--- src/rtl/store_packer.sv ---
// rtl/store_packer.sv - sub-word store packer: read-merge-write of sb/sh, direct write of sw
module store_packer (
    input  logic        clk,
    input  logic        reset,
    input  logic        req_valid,
    output logic        req_ready,
    input  logic [1:0]  op,
    input  logic [31:0] addr,
    input  logic [31:0] wdata,
    output logic [31:0] mem_addr,
    output logic        mem_rd_en,
    input  logic [31:0] mem_rdata,
    output logic        mem_wr_en,
    output logic [31:0] mem_wdata,
    output logic        done,
    output logic        err
);

    localparam logic [1:0] OP_SW = 2'b00;
    localparam logic [1:0] OP_SH = 2'b01;
    localparam logic [1:0] OP_SB = 2'b10;
    localparam logic [1:0] OP_XX = 2'b11;

    typedef enum logic [2:0] {
        IDLE  = 3'd0,
        READ  = 3'd1,
        WAIT  = 3'd2,
        WRITE = 3'd3,
        ERR   = 3'd4
    } state_t;

    state_t      r_state;
    state_t      w_next;
    logic [1:0]  r_op;
    logic [31:0] r_addr;
    logic [31:0] r_wdata;
    logic [31:0] r_merge;
    logic        w_accept;
    logic        w_bad;
    logic [31:0] w_merged;

    assign w_accept = req_valid && (r_state == IDLE);

    // Illegal opcode, halfword on an odd byte, or word not on a word boundary.
    assign w_bad = (op == OP_XX)
                || ((op == OP_SH) && addr[0])
                || ((op == OP_SW) && (addr[1:0] != 2'b00));

    // State register; reset pulls the machine back to IDLE at once, dropping any pending write.
    always_ff @(posedge clk or negedge reset) begin
        if (!reset) begin
            r_state <= IDLE;
        end else begin
            r_state <= w_next;
        end
    end

    // Next-state: legal sw goes straight to WRITE, sh/sb go through a read and a capture cycle.
    always_comb begin
        w_next = r_state;
        case (r_state)
            IDLE: begin
                if (w_accept) begin
                    if (w_bad) begin
                        w_next = ERR;
                    end else if (op == OP_SW) begin
                        w_next = WRITE;
                    end else begin
                        w_next = READ;
                    end
                end
            end
            READ:    w_next = WAIT;
            WAIT:    w_next = WRITE;
            WRITE:   w_next = IDLE;
            ERR:     w_next = IDLE;
            default: w_next = IDLE;
        endcase
    end

    // Replace only the addressed byte/halfword lane of the read word (little-endian lanes).
    always_comb begin
        w_merged = mem_rdata;
        if (r_op == OP_SB) begin
            case (r_addr[1:0])
                2'd0:    w_merged[7:0]   = r_wdata[7:0];
                2'd1:    w_merged[15:8]  = r_wdata[7:0];
                2'd2:    w_merged[23:16] = r_wdata[7:0];
                default: w_merged[31:24] = r_wdata[7:0];
            endcase
        end else begin
            if (r_addr[1]) begin
                w_merged[31:16] = r_wdata[15:0];
            end else begin
                w_merged[15:0]  = r_wdata[15:0];
            end
        end
    end

    // Request capture on acceptance and merge capture in WAIT, when the read word is valid.
    always_ff @(posedge clk or negedge reset) begin
        if (!reset) begin
            r_op    <= 2'b00;
            r_addr  <= 32'd0;
            r_wdata <= 32'd0;
            r_merge <= 32'd0;
        end else begin
            if (w_accept) begin
                r_op    <= op;
                r_addr  <= addr;
                r_wdata <= wdata;
            end
            if (r_state == WAIT) begin
                r_merge <= w_merged;
            end
        end
    end

    assign req_ready = (r_state == IDLE);
    assign mem_rd_en = (r_state == READ);
    assign mem_wr_en = (r_state == WRITE);
    assign done      = (r_state == WRITE);
    assign err       = (r_state == ERR);
    assign mem_addr  = {r_addr[31:2], 2'b00};
    assign mem_wdata = (r_op == OP_SW) ? r_wdata : r_merge;

endmodule

--- config.mk ---
export PLATFORM = sky130hd
export DESIGN_NAME = store_packer
export DESIGN_NICKNAME = d
export VERILOG_FILES = /design/src/rtl/store_packer.sv
export SDC_FILE = /design/constraint.sdc
export NUM_CORES = 1
export LEC_CHECK = 0
export ABC_AREA = 1
export CORE_UTILIZATION = 52
export CTS_CLUSTER_DIAMETER = 50
export CTS_CLUSTER_SIZE = 14
export DETAILED_ROUTE_END_ITERATION = 16
export PLACE_DENSITY = 0.87
export SETUP_SLACK_MARGIN = 0.1
export SYNTH_ARGS = -nofsm -noshare
export SYNTH_HDL_FRONTEND = slang
export SYNTH_SLANG_ARGS = --single-unit
--- constraint.sdc ---
create_clock -name clk -period 2.8 [get_ports clk]
set_input_delay 0.56 -clock clk [delete_from_list [all_inputs] [get_ports clk]]
set_output_delay 0.56 -clock clk [all_outputs]
set_load 0.02 [all_outputs]
Word-level counts from Yosys, hierarchy flattened
Cells that the tools add are included.

Equal/unequal tests: 10. Multiplexer cells: 12. Reductions and logical operators: 11.

Operator list (count): two-way mux 32 bit (2); two-way mux 16 bit (2); two-way mux 8 bit (4); case mux 3 bit (3 select lines) (1); equality test 2 bit (second input constant) (3); equality test 3 x 2 -> 1 bit (second input constant) (2); logical NOT 2 bit (3); two-way mux 3 bit (2); equality test 2 x 1 -> 1 bit (second input constant) (2); equality test 3 x 1 -> 1 bit (second input constant) (1); equality test 3 bit (second input constant) (1); logical AND 1 bit (3); logical NOT 3 bit (1); OR reduction 3 bit (1); logical OR 1 bit (2); two-way mux 2 bit (1); != test 2 x 1 -> 1 bit (second input constant) (1); nonzero test 2 bit (1).

Flip-flop bits (word level): 101. Bits of input ports: 101. Output and inout port bits: 69. Word-level logic and storage cells: 38.

Logic depth before layout (Yosys ltp)
Gate-level depths: netlist of the first run.

Depth in word-level cells: 7. Mapped depth: 8. Gate-level depth less buffers: 7.

Worst setup path after synthesis of the first run
No wires, ideal clock.

Path kind: reg2out. From: register r_op[1]. To: output mem_wdata[12]. Data arrival time: 1278 ps. Data required time: 2240 ps. Slack: 962 ps. Cell stages (with the launch flop): 6. Path buffers: 2. Cell sequence: dfrtp_1 -> nor2_1 -> buf_4 -> buf_2 -> nor2_1 -> a21oi_1.

Longest elaborated chain between the ends: 2.

Ends and longest elaborated chain: from (decl) (RTL line 34) `logic [1:0] r_op;`; from (signal assigned) (RTL line 109) `r_op <= op;`; logical NOT 2 bit (RTL line 125) `assign mem_wdata = (r_op == OP_SW) ? r_wdata : r_merge;`; two-way mux 32 bit (RTL line 125); to (decl) (RTL line 14) `output logic [31:0] mem_wdata,`.

No other way between the ends.

Worst setup path after layout of the first run
From: register r_op[0]. To: output mem_wdata[16].

Same word-level chain as after synthesis.

==> run_results.csv, run 1 <==
group,metric,value,unit
run_status,status,"complete, no violations",
die,die_y,108,µm
global_route,antenna_found_initial,0,
worst_setup_path,critPathKind,"reg -> out",
synth,synth_top_area_share,43.4,%
global_route,grt_pass1_wl,24900,µm
clock_tree,cts_buffer_depth,2,
cells_and_area,fin_util,69.2,%
power,switchingPower,4.15,mW
place,portBuffers,167,
power,seq_power_share,28.8,%
synth,synthTopCellsByArea,"dfrtp_1 43%, nand2_1 17%, nor2_1 9.4%",
cells_and_area,drive_above_1_share,6.18,%
place,place_congestion,0.854,
worst_setup_path,cp.required,2240,ps
timing,finalHoldViolations,0,
synth,synth_seq_cells,101,
worst_setup_path,crit_fanout,5,
global_route,grt_max_degree,102,
cells_and_area,nFillCells,881,
cells_and_area,final_area,7530,µm²
die,die_area,11600,µm²
global_route,grt-ovfl-total,0,
synth,syn_area_per_cell,7.07,µm²
timing,max-slew-margin-rel,41.9,%
worst_setup_path,cp_slowest_cell,"clkdlybuf4s50_1",
timing,final.setup.worst_slack,170,ps
timing,fmaxAchievable,0.380,GHz
clock_tree,cts_buffers,9,
detailed_routing,final_antenna_net_count,0,
detailed_routing,drc_errors,0,
detailed_routing,vias,5593,
die,die_w,108,µm
cells_and_area,most-common-layout-cells,"267 x nand2_1, 148 x clkdlybuf4s50_1, 145 x nor2_1",
timing,final-setup-viol-count,0,
run,drv_cap,0,
power,swShare,46.4,%
timing,drv_slew,0,
synth,synthDistinctLibCells,22,
power,p_leak,3.80,nW
worst_setup_path,r2r_cells,6,
cells_and_area,nNetsFinal,1034,
power,ir_drop,1200,µV
timing,min_period,2630,ps
detailed_routing,via_per_inst,5.19,
worst_setup_path,crit_path_max_incr_delay,540,ps
cells_and_area,final_common_cell,"nand2_1",
worst_setup_path,end_kind,"output pin",
detailed_routing,wl_per_cell,14.4,µm
detailed_routing,drt_first_pass_iters,6,
power,p_int,4.80,mW
power,power.share.clock,11.3,%
die,io_pins,170,
die,start_util,53.4,%
synth,yosysSeqAreaShare,43.4,%
clock_tree,cts_root_buf,"clkbuf_8",
place,dp.final_hpwl,10400,µm
clock_tree,tritoncts,"yes",
timing,whs,175,ps
place,place_area,7240,µm²
detailed_routing,wl,15600,µm
worst_setup_path,startpoint,"r_op[0]",
synth,syn-cell-area,5820,µm²
global_route,grt_pass1_vias,5115,
worst_setup_path,crit_chain,"nor2_4 -> buf_4 -> mux2_2 -> clkdlybuf4s50_1",
worst_setup_path,critPathArrivalTime,2070,ps
power,comb_power_share,59.9,%
timing,finClkSkew,12.9,ps
global_route,grt.total_usage,27.7,%
timing,tns,0,ps
timing,min_period_over_period,93.9,%
place,pre_cts_slack,428,ps
worst_hold_path,hold_class,"in -> async",
cells_and_area,area_growth,29.5,%
timing,tightest_slew,870,ps
synth,syn_inst,823,
timing,rsz0062_at_grt,"false",
synth,ys_warn_count,0,
clock_tree,clock_latency,380,ps
cells_and_area,diodes,0,
clock_tree,htreeDepth,3,
detailed_routing,drtIter0Drc,455,
clock_tree,cts.clk_slew.worst_paths,110,ps
synth,synth_top_area_cell,"dfrtp_1",
die,core-area,10900,µm²
clock_tree,cts.sink_count,101,
die,core.rowCount,38,
power,powerDensity,1190,nW/µm²
worst_setup_path,ff2ff_setup_slack,1020,ps
worst_setup_path,r2r-start,"r_state[0]",
worst_setup_path,cp-start-kind,"register",
## what timing repair did
item                       4_1_cts  5_1_grt
gates cloned                     1        0
hold buffers                     0        0
pin swaps                        1        0
hold endpoints to repair         0        0
setup endpoints to repair       13       17
gates resized for setup          0       17
buffers inserted                 1        0
## Yosys cell counts
library cell  count
nor2_2            1
buf_4            40
nand2_1         267
inv_1            52
buf_2            30
clkbuf_1          3
nor3_1            1
nand2_4           1
nor2_1          146
dfrtp_1         101
a21oi_1          33
o211ai_1          8
nand4_1           1
inv_2             7
conb_1            1
buf_6             6
buf_1             1
o21ai_0           7
nand2_2           2
nor2_4            1
nand3_1          98
mux2_2           16
## sequential cells by signal, indices dropped and copies added, names as in the netlist
signal / count
r_addr: 32
r_merge: 32
r_op: 2
r_state: 3
r_wdata: 32
## cells by family after synthesis
group / Yosys count / share of synthesized area, %
simple gates: 518 / 36.0
buf+inv: 139 / 13.0
flops: 101 / 43.4
other cells: 1 / 0.0644
compound gates: 48 / 4.47
mux: 16 / 3.10
## path summary, 6_finish.rpt
check | to
max | mem_wdata[16]
min | r_merge[4]
max reg2reg | r_wdata[2]
min reg2reg | r_wdata[30]
max in group asynchronous | r_merge[19]
min in group clk | r_wdata[30]
## metrics by stage
stage	total power, mW	cells
6_report	8.95	1078
3_5_place_dp	7.88	1060
5_1_grt	9.64	1078
4_1_cts	9.01	1078
2_1_floorplan	6.30	824
3_3_place_gp	7.78	1060
## final cells by class
cell class              instances  area, µm²  area share (%)
multi-input cells             584       2550            33.8
flip-flops and latches        101       2530            33.5
repair buffers                178       1850            24.6
inverters                      59        221            2.94
well taps                     140        175            2.32
clock buffers                   9        124            1.64
clock inverters                 7       86.3            1.15
## critical path, delay by kind of cell, from the launching register on
family	cells	cell delay [ps]
buf+inv	2	730
flops	1	430
mux	1	330
simple gates	1	210
## power groups by stage
| stage | clock network (mW) | registers [mW] | logic [mW] |
|---|---|---|---|
| 2_1_floorplan | 0 | 2.44 | 3.86 |
| 3_3_place_gp | 0 | 2.59 | 5.19 |
| 3_5_place_dp | 0 | 2.59 | 5.30 |
| 4_1_cts | 1.03 | 2.56 | 5.42 |
| 5_1_grt | 1.08 | 2.65 | 5.91 |
| 6_report | 1.01 | 2.58 | 5.36 |
## routing by layer
metal	up-vias	part of all wire, %	global-route usage [%]
met5	-	0	0
met4	0	4.0	13.4
met3	44	6.6	4.18
met2	237	47	43.7
met1	2570	43	37.1
li1	2742	-	-
(Power assumes the default switching activity.)
==> run 2: changes to the inputs <==
--- a/config.mk
+++ b/config.mk
@@ -6,9 +6,10 @@
 export NUM_CORES = 1
 export LEC_CHECK = 0
 export ABC_AREA = 1
+export CORE_MARGIN = 8
 export CORE_UTILIZATION = 52
 export CTS_CLUSTER_DIAMETER = 50
-export CTS_CLUSTER_SIZE = 14
+export CTS_CLUSTER_SIZE = 30
 export DETAILED_ROUTE_END_ITERATION = 16
 export PLACE_DENSITY = 0.87
 export SETUP_SLACK_MARGIN = 0.1
==> run 2 against run 1 <==
Effect of this change:
- total power down 1.2%
- utilization down 0.54 points
- combinational power grew 0.7%
- non-clock buffer count increased by 5
- global-route usage down 5.5 points
- design area fell by 0.78%
- die area rose by 28%
- sequential cell count unchanged
- cell count increased by 0.37%
- routed wire length increased by 5.7%
==> run_results.csv, run 2 (synthesis results as in run 1) <==
group,metric,value,unit
run_status,status,"complete, no violations",
clock_tree,cts_root_buf,"clkbuf_8",
worst_setup_path,r2r-start,"r_state[0]",
detailed_routing,drtIter0Drc,572,
timing,final-setup-viol-count,0,
worst_setup_path,end_kind,"output pin",
detailed_routing,final_antenna_net_count,0,
global_route,antenna_found_initial,1,
worst_setup_path,cp.required,2240,ps
timing,min_period,2630,ps
die,core-area,10900,µm²
clock_tree,cts_buffers,9,
timing,rsz0062_at_grt,"false",
clock_tree,holdBufCountCts,0,
worst_setup_path,cp_num_cells,4,
detailed_routing,drt_first_pass_iters,6,
cells_and_area,most-common-layout-cells,"267 x nand2_1, 162 x clkdlybuf4s50_1, 145 x nor2_1",
worst_setup_path,r2r_cells,8,
place,portBuffers,167,
worst_setup_path,crit_family,"buffers and inverters",
global_route,grt_max_degree,49,
worst_setup_path,cp-start-kind,"register",
cells_and_area,drive_above_1_share,6.48,%
cells_and_area,final_common_cell,"nand2_1",
timing,finalHoldViolations,0,
global_route,grt_pass1_wl,26400,µm
worst_setup_path,crit_fanout,7,
worst_setup_path,reg2reg_to,"r_wdata[1]",
die,die_area,14800,µm²
timing,fmaxAchievable,0.380,GHz
global_route,grt_pass1_vias,5111,
global_route,grt.total_usage,22.2,%
clock_tree,cts_buffer_depth,2,
power,ir_drop,1040,µV
worst_setup_path,ff2ff_setup_slack,840,ps
power,powerDensity,1180,nW/µm²
worst_setup_path,crit_path_max_incr_delay,540,ps
power,p_total,8.84,mW
die,io_pins,170,
worst_setup_path,critPathKind,"reg -> out",
detailed_routing,vias,5524,
detailed_routing,wl,16400,µm
clock_tree,htreeDepth,3,
die,core.rowCount,38,
timing,drv_slew,0,
detailed_routing,drc_errors,0,
place,dp.final_hpwl,11700,µm
global_route,grt-ovfl-total,0,
cells_and_area,top_regs,"r_addr x32, r_merge x32, r_wdata x32",
timing,max-slew-margin-rel,61.3,%
cells_and_area,diodes,0,
worst_setup_path,crit_chain,"nor2_4 -> buf_4 -> mux2_2 -> clkdlybuf4s50_1",
die,die_y,122,µm
run,drv_cap,0,
die,start_util,53.4,%
worst_setup_path,critPathArrivalTime,2070,ps
power,p_leak,3.67,nW
worst_setup_path,crit_path_end,"mem_wdata[30]",
cells_and_area,nNetsFinal,1039,
clock_tree,cts.sink_count,101,
worst_setup_path,critPathBufInv,2,
timing,tightest_slew,580,ps
cells_and_area,area_growth,28.5,%
timing,finClkSkew,17.3,ps
clock_tree,clock_latency,370,ps
die,die_w,122,µm
timing,min_period_over_period,94.0,%
clock_tree,cts.clk_slew.worst_paths,90,ps
timing,tns,0,ps
cells_and_area,nFillCells,943,
worst_hold_path,hold_class,"in -> async",
detailed_routing,via_per_inst,5.11,
worst_setup_path,cp_slowest_cell,"clkdlybuf4s50_1",
place,place_congestion,0.831,
clock_tree,tritoncts,"yes",
detailed_routing,wl_per_cell,15.2,µm
worst_setup_path,startpoint,"r_op[0]",
[run 2: per-layer routing]
layer  vias up  global-route usage, %  wire length (µm)
li1       2748                      -                 -
met2       210                   35.7              7990
met5         -                      0                 8
met4         2                   7.17               386
met1      2536                   28.6              6740
met3        28                   5.60              1320
[run 2: worst register-to-register path, stage by stage (launching register included)]
cell and delay [ps]:
dfrtp_1 410, nor2_2 130, nand2_1 110, inv_2 70, buf_4 420, nand2_4 170
buf_4 310, nor2_1 160, a21oi_1 60
[run 2: how the worst min path moves through the flow]
| stage | depth (start not counted) | endpoint | slack, ps | start |
|---|---|---|---|---|
| final | 1 | r_addr[9] | 190 | reset |
| after global routing | 1 | r_addr[9] | 220 | reset |
| after CTS | 1 | r_addr[9] | 200 | reset |
| after global placement | 2 | r_addr[13] | 450 | r_addr[13] |
| after detailed placement | 2 | r_wdata[25] | 450 | r_wdata[25] |
| after floorplan | 0 | r_addr[0] | 260 | reset |
[run 2: area by class of cell]
cell class,instances,area [µm²],area share (%)
Clock buffer,11,141,1.89
Clock inverter,4,32.5,0.435
Multi-Input combinational cell,584,2550,34.1
Timing Repair Buffer,183,1830,24.5
Inverter,59,221,2.96
Sequential cell,101,2530,33.8
Tap cell,140,175,2.34
[run 2: repair_timing]
item	CTS	global route
setup buffers	1	0
endpoints found under the setup margin	25	3
hold endpoints to repair	0	0
pin swaps	1	0
resized for setup	0	3
[run 2: per-stage QoR]
stage	cell area (µm²)	hold WS [ps]	instances	util [%]	setup WS (ps)
after CTS	7470	198	1082	68.6	146
after floorplan	5820	264	824	-	962
after global routing	7480	221	1082	68.7	100
after detailed placement	7290	454	1066	66.9	379
final	7480	185	1082	68.7	169
after global placement	7290	452	1066	66.9	404
[run 2: power breakdown]
part           internal (mW)  switching (mW)
clock network          0.349           0.524
logic                   2.22            3.18
registers               2.15           0.417
